### config.mk
export PLATFORM = sky130hd
export DESIGN_NAME = rtc_bus_arbiter_flat
export DESIGN_NICKNAME = d
export VERILOG_FILES = /design/src/rtl/rtc_bus_arbiter_if.sv /design/src/rtl/rtc_bus_arbiter.sv /design/src/flat_wrapper.sv
export SDC_FILE = /design/constraint.sdc
export NUM_CORES = 1
export LEC_CHECK = 0
export BUFFER_PORTS_ARGS = -buffer_cell sky130_fd_sc_hd__buf_2
export CORE_MARGIN = 1.5
export CORE_UTILIZATION = 40
export CTS_BUF_LIST = sky130_fd_sc_hd__clkbuf_8
export DETAILED_ROUTE_END_ITERATION = 8
export HOLD_SLACK_MARGIN = 0.1
export PLACE_DENSITY_LB_ADDON = 0.3
export SETUP_SLACK_MARGIN = 0.15
export SLEW_MARGIN = 15
export SYNTH_ARGS = -nofsm -noshare
export SYNTH_HDL_FRONTEND = slang
export SYNTH_SLANG_ARGS = --single-unit
### constraint.sdc
create_clock -name clk -period 2.65 [get_ports clk]
set_input_delay 0.53 -clock clk [delete_from_list [all_inputs] [get_ports clk]]
set_output_delay 0.53 -clock clk [all_outputs]
set_load 0.02 [all_outputs]
### src/rtl/rtc_bus_arbiter_if.sv
// Bundle of the two requester ports and the multiplexed RTC bus pins.
// The arbiter uses the master view; whatever drives the requests and
// models the RTC chip uses the slave view.
`timescale 1ns/1ps

interface rtc_bus_arbiter_if;
  logic       req0;
  logic       we0;
  logic [7:0] addr0;
  logic [7:0] wdata0;
  logic       done0;
  logic       req1;
  logic       we1;
  logic [7:0] addr1;
  logic [7:0] wdata1;
  logic       done1;
  logic [7:0] rdata;
  logic       busy;
  logic       gnt;
  logic       CS;
  logic       AD;
  logic       RD;
  logic       WR;
  logic [7:0] bus_out;
  logic       bus_oe;
  logic [7:0] bus_in;

  modport master (
    input  req0, we0, addr0, wdata0,
    input  req1, we1, addr1, wdata1,
    input  bus_in,
    output done0, done1, rdata, busy, gnt,
    output CS, AD, RD, WR, bus_out, bus_oe
  );

  modport slave (
    output req0, we0, addr0, wdata0,
    output req1, we1, addr1, wdata1,
    output bus_in,
    input  done0, done1, rdata, busy, gnt,
    input  CS, AD, RD, WR, bus_out, bus_oe
  );
endinterface

### src/rtl/rtc_bus_arbiter.sv
// Two-requester round-robin arbiter driving a multiplexed address/data RTC
// bus. A transaction is address setup, address latch strobe, gap, data
// strobe and recovery, each phase timed by a shared 4-bit down counter.
`timescale 1ns/1ps

module rtc_bus_arbiter #(
  parameter int T_SETUP = 2,
  parameter int T_PULSE = 4,
  parameter int T_GAP   = 2
) (
  input logic              clk,
  input logic              rst,
  rtc_bus_arbiter_if.master bus
);

  localparam logic [3:0] SETUP_LAST = 4'(T_SETUP - 1);
  localparam logic [3:0] PULSE_LAST = 4'(T_PULSE - 1);
  localparam logic [3:0] GAP_LAST   = 4'(T_GAP - 1);

  typedef enum logic [2:0] {
    IDLE,
    ADDR_SETUP,
    ADDR_STROBE,
    GAP,
    DATA,
    RECOVER
  } state_t;

  state_t     state;
  state_t     next_state;
  logic [3:0] phase_cnt;
  logic [3:0] next_cnt;
  logic       phase_end;
  logic       ptr;
  logic       grant_valid;
  logic       grant_idx;
  logic       gnt_q;
  logic       we_q;
  logic       done_q;
  logic [7:0] addr_q;
  logic [7:0] wdata_q;
  logic [7:0] rdata_q;

  assign phase_end = (phase_cnt == 4'd0);

  // Pick a requester: the pointer only matters when both are asking.
  always_comb begin
    grant_valid = bus.req0 | bus.req1;
    grant_idx   = 1'b0;
    if (bus.req0 && bus.req1) begin
      grant_idx = ptr;
    end else if (bus.req1) begin
      grant_idx = 1'b1;
    end
  end

  // Phase sequencing; each phase reloads the counter with its length minus one.
  always_comb begin
    next_state = state;
    next_cnt   = phase_cnt - 4'd1;
    case (state)
      IDLE: begin
        next_cnt = 4'd0;
        if (grant_valid) begin
          next_state = ADDR_SETUP;
          next_cnt   = SETUP_LAST;
        end
      end
      ADDR_SETUP: if (phase_end) begin
        next_state = ADDR_STROBE;
        next_cnt   = PULSE_LAST;
      end
      ADDR_STROBE: if (phase_end) begin
        next_state = GAP;
        next_cnt   = GAP_LAST;
      end
      GAP: if (phase_end) begin
        next_state = DATA;
        next_cnt   = PULSE_LAST;
      end
      DATA: if (phase_end) begin
        next_state = RECOVER;
        next_cnt   = GAP_LAST;
      end
      RECOVER: if (phase_end) begin
        next_state = IDLE;
        next_cnt   = 4'd0;
      end
      default: begin
        next_state = IDLE;
        next_cnt   = 4'd0;
      end
    endcase
  end

  // Bus pins decoded purely from the state so reset forces them immediately.
  always_comb begin
    bus.CS      = 1'b1;
    bus.AD      = 1'b1;
    bus.RD      = 1'b1;
    bus.WR      = 1'b1;
    bus.bus_oe  = 1'b0;
    bus.bus_out = 8'h00;
    case (state)
      ADDR_SETUP: begin
        bus.CS      = 1'b0;
        bus.AD      = 1'b0;
        bus.bus_oe  = 1'b1;
        bus.bus_out = addr_q;
      end
      ADDR_STROBE: begin
        bus.CS      = 1'b0;
        bus.AD      = 1'b0;
        bus.WR      = 1'b0;
        bus.bus_oe  = 1'b1;
        bus.bus_out = addr_q;
      end
      GAP: begin
        bus.AD = 1'b0;
      end
      DATA: begin
        bus.CS = 1'b0;
        bus.AD = 1'b1;
        if (we_q) begin
          bus.bus_oe  = 1'b1;
          bus.bus_out = wdata_q;
          bus.WR      = 1'b0;
        end else begin
          bus.RD = 1'b0;
        end
      end
      default: ;
    endcase
  end

  // State register and phase counter.
  always_ff @(posedge clk or negedge rst) begin
    if (!rst) begin
      state     <= IDLE;
      phase_cnt <= 4'd0;
    end else begin
      state     <= next_state;
      phase_cnt <= next_cnt;
    end
  end

  // Grant bookkeeping, request latching, read capture and completion flag.
  always_ff @(posedge clk or negedge rst) begin
    if (!rst) begin
      ptr     <= 1'b0;
      gnt_q   <= 1'b0;
      we_q    <= 1'b0;
      addr_q  <= 8'h00;
      wdata_q <= 8'h00;
      rdata_q <= 8'h00;
      done_q  <= 1'b0;
    end else begin
      done_q <= (state == RECOVER) && phase_end;
      if (state == IDLE && grant_valid) begin
        gnt_q   <= grant_idx;
        ptr     <= ~grant_idx;
        we_q    <= grant_idx ? bus.we1    : bus.we0;
        addr_q  <= grant_idx ? bus.addr1  : bus.addr0;
        wdata_q <= grant_idx ? bus.wdata1 : bus.wdata0;
      end
      if (state == DATA && phase_end && !we_q) begin
        rdata_q <= bus.bus_in;
      end
    end
  end

  assign bus.rdata = rdata_q;
  assign bus.busy  = (state != IDLE);
  assign bus.gnt   = gnt_q;
  assign bus.done0 = done_q & ~gnt_q;
  assign bus.done1 = done_q & gnt_q;

endmodule

### src/flat_wrapper.sv
// flat-port wrapper written by rule: the top's interface ports become plain ports
module rtc_bus_arbiter_flat 
#(
  parameter int T_SETUP = 2,
  parameter int T_PULSE = 4,
  parameter int T_GAP   = 2
)
  (clk, rst, bus_req0, bus_we0, bus_addr0, bus_wdata0, bus_req1, bus_we1, bus_addr1, bus_wdata1, bus_bus_in, bus_done0, bus_done1, bus_rdata, bus_busy, bus_gnt, bus_CS, bus_AD, bus_RD, bus_WR, bus_bus_out, bus_bus_oe);
  rtc_bus_arbiter_if bus_i ();
  input logic clk;
  input logic rst;
  input wire logic [$bits(bus_i.req0)-1:0] bus_req0;
  input wire logic [$bits(bus_i.we0)-1:0] bus_we0;
  input wire logic [$bits(bus_i.addr0)-1:0] bus_addr0;
  input wire logic [$bits(bus_i.wdata0)-1:0] bus_wdata0;
  input wire logic [$bits(bus_i.req1)-1:0] bus_req1;
  input wire logic [$bits(bus_i.we1)-1:0] bus_we1;
  input wire logic [$bits(bus_i.addr1)-1:0] bus_addr1;
  input wire logic [$bits(bus_i.wdata1)-1:0] bus_wdata1;
  input wire logic [$bits(bus_i.bus_in)-1:0] bus_bus_in;
  output wire logic [$bits(bus_i.done0)-1:0] bus_done0;
  output wire logic [$bits(bus_i.done1)-1:0] bus_done1;
  output wire logic [$bits(bus_i.rdata)-1:0] bus_rdata;
  output wire logic [$bits(bus_i.busy)-1:0] bus_busy;
  output wire logic [$bits(bus_i.gnt)-1:0] bus_gnt;
  output wire logic [$bits(bus_i.CS)-1:0] bus_CS;
  output wire logic [$bits(bus_i.AD)-1:0] bus_AD;
  output wire logic [$bits(bus_i.RD)-1:0] bus_RD;
  output wire logic [$bits(bus_i.WR)-1:0] bus_WR;
  output wire logic [$bits(bus_i.bus_out)-1:0] bus_bus_out;
  output wire logic [$bits(bus_i.bus_oe)-1:0] bus_bus_oe;
  assign bus_i.req0 = bus_req0;
  assign bus_i.we0 = bus_we0;
  assign bus_i.addr0 = bus_addr0;
  assign bus_i.wdata0 = bus_wdata0;
  assign bus_i.req1 = bus_req1;
  assign bus_i.we1 = bus_we1;
  assign bus_i.addr1 = bus_addr1;
  assign bus_i.wdata1 = bus_wdata1;
  assign bus_i.bus_in = bus_bus_in;
  assign bus_done0 = bus_i.done0;
  assign bus_done1 = bus_i.done1;
  assign bus_rdata = bus_i.rdata;
  assign bus_busy = bus_i.busy;
  assign bus_gnt = bus_i.gnt;
  assign bus_CS = bus_i.CS;
  assign bus_AD = bus_i.AD;
  assign bus_RD = bus_i.RD;
  assign bus_WR = bus_i.WR;
  assign bus_bus_out = bus_i.bus_out;
  assign bus_bus_oe = bus_i.bus_oe;
  rtc_bus_arbiter #(.T_SETUP(T_SETUP), .T_PULSE(T_PULSE), .T_GAP(T_GAP)) u_core (.clk(clk), .rst(rst), .bus(bus_i));
endmodule
Word-level counts from Yosys, hierarchy flattened:

Cells that the tools add are included.

* register bits: 35
* bits in latches: 0
* memory bits (writable): 0
* bits in read-only memories: 0
* bits of input ports: 46
* output and inout bits: 25
* logic and storage cells: 67
* memories kept: 0

* $add $sub $neg: 1
* $mul: 0
* divide/modulo/power cells: 0
* magnitude comparators: 0
* equality and inequality tests: 11
* shift operators: 0
* mux-type cells: 26
* bitwise operators: 5
* reductions and logical operators: 15

Operator list (count)
* 8-bit 2-to-1 mux: 3
* 3-bit 2-to-1 mux: 6
* 3-bit case mux with 6 select lines: 1
* 4-bit case mux with 4 select lines: 1
* 8-bit case mux with 2 select lines: 1
* 4-bit 2-to-1 mux: 3
* 2-bit by 1-bit inequality test with 1-bit output (second input constant): 6
* 1-bit 2-to-1 mux: 9
* 3-bit by 2-bit equality test with 1-bit output (second input constant): 2
* 3-bit equality test (second input constant): 2
* 6-bit AND reduction: 1
* 2-bit OR reduction: 3
* 3-bit OR reduction: 2
* 1-bit logical AND: 5
* 4-bit zero test: 1
* 1-bit case mux with 2 select lines: 2
* 4-bit by 1-bit subtractor with 4-bit output (second input constant): 1
* 3-bit by 1-bit equality test with 1-bit output (second input constant): 1
* 3-bit zero test: 1
* 3-bit nonzero test: 1
* 1-bit AND: 2
* 1-bit NOT: 2
* 1-bit zero test: 1
* 1-bit OR: 1

Logic depth before layout (Yosys ltp):

* depth in word-level cells: 3
* gate-level depth with buffers: 6
* depth with buffers taken out: 3

Worst setup path before layout:

OpenSTA, ideal clock, no wires.

* kind: reg-to-output
* start point: register u_core.state[2]
* end point: output port bus_bus_oe
* arrival: 1.334 ns
* data required time: 2.120 ns
* setup slack: 0.786 ns
* stages on the path, launching flop included: 6
* path buffers: 2
* cell sequence: dfrtp_1 buf_2 nor2b_1 and3_1 buf_2 or2_2

* word-level cells in the longest chain between the ends: 3
* elaborated cells on any way between the ends: 5
* classes of those cells: eq/ne: 3; mux: 1; reduce/logical: 1

RTL lines
* start, declared: line rtc_bus_arbiter.sv:29 `state_t state;`
* start signal, assigned: line rtc_bus_arbiter.sv:142 `state <= next_state;`
* 3-bit by 1-bit equality test with 1-bit output / 3-bit by 2-bit equality test with 1-bit output (equally long branches): line rtc_bus_arbiter.sv:104 `case (state)`
* 2-bit OR reduction (no line)
* 1-bit case mux with 2 select lines (*): line rtc_bus_arbiter.sv:104
* end, declared: line flat_wrapper.sv:31 `output wire logic [$bits(bus_i.bus_oe)-1:0] bus_bus_oe;`

Mark *: on every way between the ends. The rest lies on a longest branch, timed or not.

Final worst setup path:

* start point: register u_core.state[1]
* end point: output port bus_bus_out[7]

* word-level cells in the longest chain between the ends: 3
* elaborated cells on any way between the ends: 5
* classes of those cells: eq/ne: 3; mux: 1; reduce/logical: 1

RTL lines
* 3-bit by 1-bit equality test with 1-bit output / 3-bit by 2-bit equality test with 1-bit output (equally long branches): line rtc_bus_arbiter.sv:104
* 2-bit OR reduction (no line)
* 8-bit case mux with 2 select lines (*): line rtc_bus_arbiter.sv:104
* end, declared: line flat_wrapper.sv:30 `output wire logic [$bits(bus_i.bus_out)-1:0] bus_bus_out;`

Marked as above.

==> key figures <==
Synthesis
  – Cells taking the most area after synthesis: dfrtp_1 (51%), a221o_1 (9.9%), a21boi_0 (7.9%)
  – Synthesized cell area: around 1700 um^2
  – Synth cell count leaders: dfrtp_1 (35), a21boi_0 (18), a221o_1 (17)
  – Post-synth EDFFs: 0
  – Mapped Nets: ~200
  – #FFs+latches synth: 35
  – Ys Warns: 0
  – Mapped Cells: between 100 and 150
  – Fraction of registers with async set/reset: 100%
  – Cell taking the most area after synthesis: dfrtp_1
  – Synth Area per Inst: roughly 11 um^2
  – Area share of the largest cell type after synthesis: between 50% and 60%
  – Seq/Total Area, Yosys: 51.2%
  – Most common cell in the synthesized netlist: dfrtp_1
  – Synth unique cells: 32
  – Ys flop type: dfrtp_1

Routing
  – DR vias: 1476
  – Routed wire length: between 3 and 4 mm
  – WL per Instance: around 15 um
  – Drt first pass iters: 4
  – DR iter-0 viols: 51
  – Via density: between 5 and 6
  – Final ANT Viol Nets: 0
  – DRC: 0

GRT
  – Gr ovfl total: 0
  – All-Layer GR Usage: about a fifth
  – Antenna violations before repair: 0
  – Vias in the first global route: roughly 1400
  – First-pass GRT wire length: 6.31 mm
  – Largest net degree at the start of global routing: 36

STA
  – Final worst setup slack: around 290 ps
  – Total negative slack: 0 ps
  – Max Freq: 423 MHz
  – Hold WS: approximately 300 ps
  – Final period util: just under 90%
  – Final setup fails: 0
  – Hold Vio Cnt, Final: 0
  – RSZ-0062 raised after global routing: no
  – Min Tclk post-route: about 2400 ps
  – Max Clock Skew: ~3.5 ps
  – Slew @ Worst Pin: approximately 760 ps
  – Max-slew headroom: between 40% and 50%
  – Slew Limit Fails: 0

Critical path
  – CP Launch Type: register
  – Critical Path RT: 2120 ps
  – Setup CP Type: reg2out
  – R2R Setup Slk: about 650 ps
  – Crit path max fanout: 15
  – R2R Path Start: u_core.state[1]
  – Worst R2R End: u_core.addr_q[2]
  – Data arrival time of the critical path: around 1800 ps
  – Reg2Reg Depth: 3
  – Worst Setup End Kind: primary output

Cells and area
  – Synth-to-layout area growth: 26.9%
  – Antenna diode count: 0
  – # nets final: between 200 and 300
  – Fraction of layout cells with a size suffix above 1: 44.2%

Power and ir drop
  – Worst VDD drop: between 400 and 500 uV
  – Pleak: approximately 1.1 nW
  – Tot Pwr: 2.60 mW
  – Power Dens Cells: 1200 nW/um^2

Clocking
  – Root Driver: clkbuf_8
  – Post-CTS Resized: 1
  – CTS Hold Bufs: 0
  – Clk sink count: 35
  – H-tree depth: 2
  – Clock transition at the registers of the reported paths: ~70 ps
  – TritonCTS Buffers: 5
  – CTS tree: done
  – Clk buf depth: 2
  – Setup repair bufs after CTS: 0
  – Clk_lat worst skew: ~290 ps

Status
  – Status: finished, final reports clean

Placed design
  – IO buf count: 70
  – Routability Congestion: ~0.75
  – Detailed placer's ending HPWL: ~2.7 mm
  – Pre-CTS setup slack: approximately 420 ps

Floorplanning
  – Io pins: 71
  – Die height: around 70 um
  – Die Area: roughly 4700 um^2
  – Core Area: around 4000 um^2
  – Die extent in x: between 60 and 70 um
  – Core Rows: 23
  – Initial Utilization: between 40% and 50%

Min path
  – Worst Hold Class: in2async

Flow run
  – Max-cap violations: 0
state kept, by name (all words and copies together), names as in the netlist:
signal,flops
u_core.bus.rdata,8
u_core.state,3
u_core.addr_q,8
u_core.phase_cnt,4
u_core.bus.gnt,1
u_core.wdata_q,8
u_core.done_q,1
u_core.we_q,1
u_core.ptr,1
area by class of cell:
| cell class | instances | area [um^2] |
|---|---|---|
| Clock buffer | 6 | 82.6 |
| Clock inverter | 1 | 5.00 |
| Fill cell | 361 | 1890 |
| Inverter | 3 | 11.3 |
| Multi-Input combinational cell | 98 | 768 |
| Sequential cell | 35 | 876 |
| Tap cell | 50 | 62.6 |
| Timing Repair Buffer | 72 | 365 |
critical path: stages (launching register included):
cell and delay, ps:
dfrtp_1 620, xnor2_1 150, nor2_2 390, a22o_1 230, buf_2 160
kinds of logic after synthesis:
group / after synthesis / share of synthesized area [%]
compound gates: 60 / 28.5
flops: 35 / 51.2
simple gates: 27 / 9.44
buf+inv: 16 / 4.10
mux: 8 / 5.27
xor+xnor: 3 / 1.54
routing by layer:
metal	vias up	global-route usage, %	wire length [um]
met4	0	8.75	80
met1	709	25.1	1730
met3	8	6.41	258
met2	55	26.8	1830
li1	704	-	-
met5	-	0	0
worst max path at each step:
| stage | startpoint | end | slack, ps |
|---|---|---|---|
| after global placement | u_core.state[1] | bus_bus_out[5] | 460 |
| after CTS | u_core.state[2] | bus_bus_out[7] | 180 |
| after detailed placement | u_core.state[1] | bus_bus_out[7] | 420 |
| after global routing | u_core.state[1] | bus_bus_out[7] | 150 |
| after floorplan | u_core.state[2] | bus_bus_oe | 790 |
| final | u_core.state[1] | bus_bus_out[7] | 290 |
power breakdown:
group	total, mW	switching (mW)	internal [mW]
Sequential	0.974	0.197	0.778
Combinational	1.24	0.676	0.561
Clock	0.386	0.182	0.204
per-stage QoR:
step | instance area [um^2] | instances | utilization (%)
after floorplan | 1710 | 149 | -
after global routing | 2170 | 265 | 53.5
final | 2170 | 265 | 53.5
after detailed placement | 2080 | 258 | 51.2
after global placement | 2080 | 258 | 51.2
after CTS | 2170 | 265 | 53.5
layout by cell type, fill, tap and decap left out, types with 3 or more instances in the layout:
cell type	Yosys	layout
buf_2	8	70
dfrtp_1	35	35
a21boi_0	18	18
a221o_1	17	17
a22o_1	8	8
mux2_2	8	8
clkbuf_8	0	6
a21oi_1	5	5
nand2_1	5	5
o21ai_0	4	4
and3_1	4	3
inv_1	3	3
a21o_1	3	3
Power figures use the tool's default switching activity.
